$ cat config.mk
export PLATFORM = sky130hd
export DESIGN_NAME = ns_check_cam
export DESIGN_NICKNAME = d
export VERILOG_FILES = /design/src/rtl/ns_check_pkg.sv /design/src/rtl/ns_check_cam.sv
export SDC_FILE = /design/constraint.sdc
export NUM_CORES = 1
export LEC_CHECK = 0
export BUFFER_PORTS_ARGS = -buffer_cell sky130_fd_sc_hd__buf_4
export CAP_MARGIN = 20
export CORE_AREA = 2 2 122 124
export DETAILED_ROUTE_END_ITERATION = 12
export DIE_AREA = 0 0 124 126
export PLACE_DENSITY = 0.58
export SYNTH_ARGS = -nofsm -noshare
export SYNTH_HDL_FRONTEND = slang
export SYNTH_SLANG_ARGS = --single-unit
$ cat constraint.sdc
create_clock -name vclk -period 2.9
set_clock_uncertainty 0.15 [all_clocks]
set_input_delay 0.58 -clock vclk [all_inputs]
set_output_delay 0.58 -clock vclk [all_outputs]
set_load 0.05 [all_outputs]
$ cat src/rtl/ns_check_pkg.sv
// ns_check_pkg
//   Shared types for the package export/import conflict checker:
//   event kinds, namespaces, entry origins, diagnostic codes, FSM states
//   and the symbol-table entry record.
//   Entry field widths match the checker's default NAME_W/PKG_W; the
//   checker must be instantiated with those widths.
package ns_check_pkg;

    localparam int ENTRY_NAME_W = 16;
    localparam int ENTRY_PKG_W  = 4;

    typedef enum logic [1:0] {
        K_LOCAL  = 2'b00,
        K_WILD   = 2'b01,
        K_EXPORT = 2'b10,
        K_EOP    = 2'b11
    } kind_e;

    typedef enum logic {
        NS_VALUE = 1'b0,
        NS_TYPE  = 1'b1
    } ns_e;

    typedef enum logic [1:0] {
        O_LOCAL  = 2'b00,
        O_WILD   = 2'b01,
        O_EXPORT = 2'b10
    } origin_e;

    typedef enum logic [1:0] {
        C_NONE     = 2'b00,
        C_CONFLICT = 2'b01,
        C_OVERFLOW = 2'b10,
        C_SUMMARY  = 2'b11
    } code_e;

    typedef enum logic [2:0] {
        S_IDLE,
        S_LOOKUP,
        S_UPDATE,
        S_EMIT,
        S_CLEAR
    } state_e;

    typedef struct packed {
        logic                   valid;
        logic [ENTRY_NAME_W-1:0] name;
        ns_e                    ns;
        origin_e                origin;
        logic [ENTRY_PKG_W-1:0]  pkg;
    } entry_t;

endpackage

$ cat src/rtl/ns_check_cam.sv
// ns_check_cam
//   Combinational DEPTH-way {name, ns} match plus lowest-index free-slot
//   finder over the symbol table.
//   Ports:
//     valid/names/nss : per-entry valid bit, name and namespace
//     key_name/key_ns : lookup key
//     hit, hit_idx    : key present and its slot
//     free_idx, full  : lowest free slot; no free slot at all
module ns_check_cam
    import ns_check_pkg::*;
#(
    parameter int DEPTH = 16,
    parameter int IDX_W = $clog2(DEPTH)
) (
    input  logic [DEPTH-1:0]                   valid,
    input  logic [DEPTH-1:0][ENTRY_NAME_W-1:0] names,
    input  logic [DEPTH-1:0]                   nss,
    input  logic [ENTRY_NAME_W-1:0]            key_name,
    input  logic                               key_ns,
    output logic                               hit,
    output logic [IDX_W-1:0]                   hit_idx,
    output logic [IDX_W-1:0]                   free_idx,
    output logic                               full
);

    // Scanned high to low so the lowest matching/free index wins.
    always_comb begin
        hit      = 1'b0;
        hit_idx  = '0;
        free_idx = '0;
        full     = 1'b1;
        for (int i = DEPTH - 1; i >= 0; i--) begin
            if (valid[i] && names[i] == key_name && nss[i] == key_ns) begin
                hit     = 1'b1;
                hit_idx = IDX_W'(i);
            end
            if (!valid[i]) begin
                full     = 1'b0;
                free_idx = IDX_W'(i);
            end
        end
    end

endmodule

==> results of run 1 <==
-- through the flow --
step | hold WS (ps) | setup TNS, ps
after global placement | 1362 | -2535
after floorplan | 1230 | -283.8
after global routing | 1385 | -1837
after CTS | 1361 | -1270
after detailed placement | 1360 | -2606
final | 1363 | -1378
-- Yosys cell counts (all sizes together), types with 3 or more instances --
master	number	area, µm²
nand4	61	394.1
nand3	10	50.05
nor2	8	30.03
nand2	8	30.03
nor4	23	158.9
buf	34	212.7
nor3	16	80.08
a31oi	4	25.02
inv	6	22.52
xnor2	187	1638
xor2	85	744.5
o21ai	6	30.02
a21boi	3	22.52
-- worst min-delay path by stage --
stage                        endpoint     start  slack [ps]
after detailed placement  free_idx[1]  valid[2]        1360
after CTS                 free_idx[1]  valid[2]        1360
final                     free_idx[1]  valid[2]        1360
after floorplan           free_idx[1]  valid[1]        1230
after global placement    free_idx[1]  valid[2]        1360
after global routing      free_idx[1]  valid[3]        1390
-- repair_timing --
| item | in CTS | in global routing |
|---|---|---|
| endpoints found under the setup margin | 5 | 6 |
| pin swaps | 53 | 18 |
| gates cloned | 1 | 0 |
| resized for setup | 81 | 16 |
| hold endpoints to repair | 0 | 0 |
| buffers inserted | 11 | 2 |
-- area by class of cell --
cell class,count,share of cell area
multi-input combinational,423,0.4976
timing repair buffer,411,0.4678
tap,184,0.03123
inverter,6,0.003055
antenna,1,0.0003394
-- metal layers --
layer	vias to the layer above	wire [µm]	GRT usage
met1	2133	7489	0.2761
met3	32	1704	0.04303
li1	2344	-	-
met2	244	10400	0.4683
met5	-	0	0
met4	0	533	0.05816
-- power by group --
| group | switching [µW] | leakage [µW] | total, µW | internal [µW] |
|---|---|---|---|---|
| sequential | 0 | 0 | 0 | 0 |
| combinational | 437 | 0.00326 | 1070 | 636 |
| clock | 0 | 0.00000000634 | 0.0000462 | 0.0000462 |
| total | 437 | 0.00326 | 1070 | 636 |
-- logic make-up after synthesis --
| family | Yosys count | synth area share |
|---|---|---|
| AOI/OAI and AO/OA | 21 | 0.03939 |
| xor gates and xnor gates | 272 | 0.6757 |
| buffers and inverters | 40 | 0.06671 |
| and+or+nand+nor | 130 | 0.2182 |
-- critical path, cell delays in order --
cell and delay (ps):
buf_4 140, buf_4 180, xor2_1 180, nor4_1 300, nand4_1 220, o211ai_1 160, a31oi_1 130, o211ai_1 290
a31oi_4 120, buf_6 170
==> key figures, run 1 <==
Routing
  – DR WL/cell: 19.64 µm
  – DR vias: 4753
  – Drt pass-1 iters: 4
  – Routed vias/inst: 4.637
  – ANT nets after route: 0
  – DRC: 0
  – Iteration-0 DRC Markers: 111
  – Total Wirelength: 20130 µm

Min path
  – Hold depth: 3
  – Hold Path Class: input pin to output pin

Setup path
  – CP arrival: 2480 ps
  – CP Capture Type: output pin
  – Worst Setup Start Kind: input pin
  – CP required: 2170 ps
  – Critical Setup Path Class: input pin to output pin
  – CP Max Fanout: 6
  – CP startpoint: key_name[13]
  – Last element of the critical path: hit_idx[1]

STA
  – Max Freq: 311.2 MHz
  – Endpoints failing hold: 0
  – Final setup fails: 5
  – Final worst setup slack: -313.3 ps
  – Final worst path period share: 1.108
  – Min Tclk post-route: 3213 ps
  – RSZ-0062 raised after global routing: true
  – Worst Max-Slew Pin Slew: 379.7 ps
  – Pins Over Slew Limit: 0
  – Max-slew headroom: 0.7445

Layout
  – Share of cells above drive strength 1: 0.5595
  – P&R area growth vs syn: 109.1%
  – Most common cell after layout, fill and taps aside: buf_4
  – Final core utilization: 0.5150
  – Sequential cell area: 0 µm²
  – Nets: 1147
  – Most frequent cells in the layout: 363 x buf_4, 167 x xnor2_1, 84 x xor2_1, 59 x nand4_1, 24 x buf_6
  – CLK BUF: 0
  – Cell Count, Final, Fillers Out: 1025
  – Fillers: 1408
  – Seq cells: 0
  – Multi-input gate area: 0.003669 mm²
  – Final Instance Area: 0.007372 mm²

Global route
  – Largest net degree at the start of global routing: 14
  – Tot GR Track Use: 0.2451
  – Vias in the first global route: 5145
  – Initial antenna violation count: 1
  – Congestion Overflow GR: 0
  – First-pass GRT wire length: 28600 µm

Synthesis
  – Synthesized Nets: 768
  – Sequential-to-total area share from yosys stat: 0
  – Count of unique library cells instantiated by Yosys: 29
  – Syn Std Cell Area: 0.003526 mm²
  – YS warnings: 0
  – Synthesized area per cell: 7.615 µm²
  – Mapped Cells: 463

Pwr
  – Pleak: 0.003262 µW
  – PwrDens: 145.7 mW/mm²
  – Final Power: 1074 µW
  – Maximum VDD drop: 0.00008447 V

Place
  – GP Congestion: 0.8450
  – DP HPWL: 17390 µm
  – Number of port buffers: 315
  – Placed cells: 1010
  – Worst slack, placed: -596.7 ps
  – Dpl cell area: 0.006748 mm²

Die
  – Die X: 124 µm
  – Core Box Area: 0.01431 mm²
  – DIE HEIGHT: 126 µm
  – Die ar.: 0.01562 mm²
  – Num rows: 44
  – I/O Pins: 315
  – Initial core utilization: 0.2463

CTS
  – Hold-fix buffers at CTS: 0

Job
  – Max Cap Viol: 0

Outcome
  – Failing checks: setup timing
  – Status: finished, violations left
No activity file was read; power rests on OpenSTA's default activity.
==> run 2, diff against run 1 <==
--- a/config.mk
+++ b/config.mk
@@ -11,6 +11,8 @@
 export DETAILED_ROUTE_END_ITERATION = 12
 export DIE_AREA = 0 0 124 126
 export PLACE_DENSITY = 0.58
+export SETUP_SLACK_MARGIN = 0.4
+export SLEW_MARGIN = 5
 export SYNTH_ARGS = -nofsm -noshare
 export SYNTH_HDL_FRONTEND = slang
 export SYNTH_SLANG_ARGS = --single-unit
==> constraint.sdc (replaced) <==
create_clock -name vclk -period 2.9
set_clock_uncertainty 0.15 [all_clocks]
set_input_delay 0.435 -clock vclk [all_inputs]
set_output_delay 0.435 -clock vclk [all_outputs]
set_load 0.05 [all_outputs]
==> run 2 against run 1 <==
Against the previous run:
- the flow still finishes with violations (setup timing)
- clock-buffer cell count is the same
- core utilization shrank 0.29 points
- non-clock buffer count shrank 9
- setup slack gained 160 ps
- global-route usage shrank 0.55 points
- critical path depth grew 2
- first-iteration DRC count grew 32%
- design area shrank 0.56%
- sequential share of layout area is the same
- final cell count shrank 0.98%
- routed wire length shrank 1.4%
==> key figures, run 2 (synthesized netlist as in run 1, its figures left out) <==
Place
  – DP HPWL: 16730 µm (-3.8%)
  – GP Congestion: 0.8468 (+0.21%)
  – Placed cells: 993 (-1.7%)
  – Number of port buffers: 315 (unchanged)
  – Dpl cell area: 0.006544 mm² (-3.0%)

STA
  – Final worst setup slack: -154.5 ps (+158.7 ps)
  – Pins Over Slew Limit: 0 (unchanged)
  – Final worst path period share: 1.053 (-0.05474)
  – Sum Neg Setup Slack: -260.1 ps (+1118 ps)
  – Min Tclk post-route: 3055 ps (-158.7 ps)
  – Max Freq: 327.4 MHz (+5.2%)
  – RSZ-0062 raised after global routing: true
  – Final setup fails: 2 (-3)
  – Worst Max-Slew Pin Slew: 337.0 ps (-42.74 ps)
  – Endpoints failing hold: 0 (unchanged)
  – Max-slew headroom: 0.7733 (+0.02875)

Setup path
  – CP arrival: 2470 ps (about the same)
  – CP required: 2320 ps (+150 ps)
  – Critical Setup Path Class: input pin to output pin
  – Worst Setup Start Kind: input pin
  – CP Max Fanout: 3 (-3)
  – CP Capture Type: output pin

Layout
  – Nets: 1138 (-0.78%)
  – Share of cells above drive strength 1: 0.5596 (about the same)
  – Most frequent cells in the layout: 362 x buf_4, 173 x xnor2_1, 81 x xor2_1, 59 x nand4_1
  – P&R area growth vs syn: 107.9%
  – Sequential cell area: 0 µm² (unchanged)
  – Cell Count, Final, Fillers Out: 1015 (-0.98%)
  – Final core utilization: 0.5122 (-0.002885)
  – Seq cells: 0 (unchanged)
  – Most common cell after layout, fill and taps aside: buf_4
  – Antenna cells: 0 (-1)
  – CLK BUF: 0 (unchanged)
  – Final Instance Area: 0.007331 mm² (-0.56%)

Global route
  – Vias in the first global route: 5172 (+0.52%)
  – Initial antenna violation count: 0 (-1)
  – Congestion Overflow GR: 0 (unchanged)
  – First-pass GRT wire length: 28190 µm (-1.4%)
  – Largest net degree at the start of global routing: 16 (+2)
  – Tot GR Track Use: 0.2397 (-0.005495)

Die
  – Num rows: 44 (unchanged)
  – Die ar.: 0.01562 mm² (unchanged)
  – DIE HEIGHT: 126 µm (unchanged)
  – I/O Pins: 315 (unchanged)
  – Core Box Area: 0.01431 mm² (unchanged)
  – Die X: 124 µm (unchanged)
  – Initial core utilization: 0.2463 (unchanged)

Routing
  – ANT nets after route: 0 (unchanged)
  – DR vias: 4753 (unchanged)
  – Iteration-0 DRC Markers: 146 (+32%)
  – Routed vias/inst: 4.683 (+0.99%)
  – DR WL/cell: 19.56 µm (-0.39%)
  – Total Wirelength: 19850 µm (-1.4%)
  – Drt pass-1 iters: 4 (unchanged)
  – DRC: 0 (unchanged)

Outcome
  – Status: finished, violations left
  – Failing checks: setup timing

Pwr
  – Final Power: 1051 µW (-2.2%)
  – PwrDens: 143.3 mW/mm² (-1.6%)
  – Maximum VDD drop: 0.00008134 V (-3.7%)
  – Pleak: 0.003190 µW (-2.2%)

Min path
  – Hold Path Class: input pin to output pin
  – Hold depth: 3 (unchanged)

CTS
  – Hold-fix buffers at CTS: 0 (unchanged)

Job
  – Max Cap Viol: 0 (unchanged)
## run 2: per-layer routing
| layer | part of all wire | GRT usage |
|---|---|---|
| met5 | 0 | 0 |
| met4 | 0.018 | 0.05155 |
| met3 | 0.080 | 0.03986 |
| met2 | 0.53 | 0.4667 |
| met1 | 0.37 | 0.2659 |
## run 2: final cells by class
| class | count | area (µm²) |
|---|---|---|
| fillers | 1410 | 6983 |
| multi-input cells | 423 | 3737 |
| inverters | 6 | 22.52 |
| well taps | 184 | 230.2 |
| repair buffers | 402 | 3341 |
## run 2: final timing paths
path	start	slack, ps	end
setup / recovery	key_name[14]	-150	hit_idx[0]
hold / removal	valid[3]	1080	free_idx[0]
## run 2: critical path, cell delays in order
cell and delay [ps]:
buf_8 100, buf_12 120, buf_6 130, xor2_2 180, nor4_4 320, nand3_4 140, buf_12 150, o31ai_4 200
a21boi_2 100, o2111a_1 290, o21ai_4 130, buf_6 170
## run 2: timing repair
action / CTS / global route
setup buffers: 13 / 9
endpoints found under the setup margin: 5 / 6
gates resized for setup: 70 / 35
pin swaps: 35 / 27
cloned: 0 / 0
## run 2: power by group
part	internal (µW)	switching [µW]	total (µW)
registers	0	0	0
clock network	0	0	0
logic	615	436	1050
## run 2: through the flow
| step | setup WS (ps) | hold WS (ps) |
|---|---|---|
| 6_report | -154.5 | 1079 |
| 5_1_grt | -228.6 | 1087 |
| 4_1_cts | -95.77 | 1086 |
| 3_5_place_dp | -309.7 | 1086 |
| 3_3_place_gp | -276.5 | 1084 |
| 2_1_floorplan | 120.2 | 923.1 |
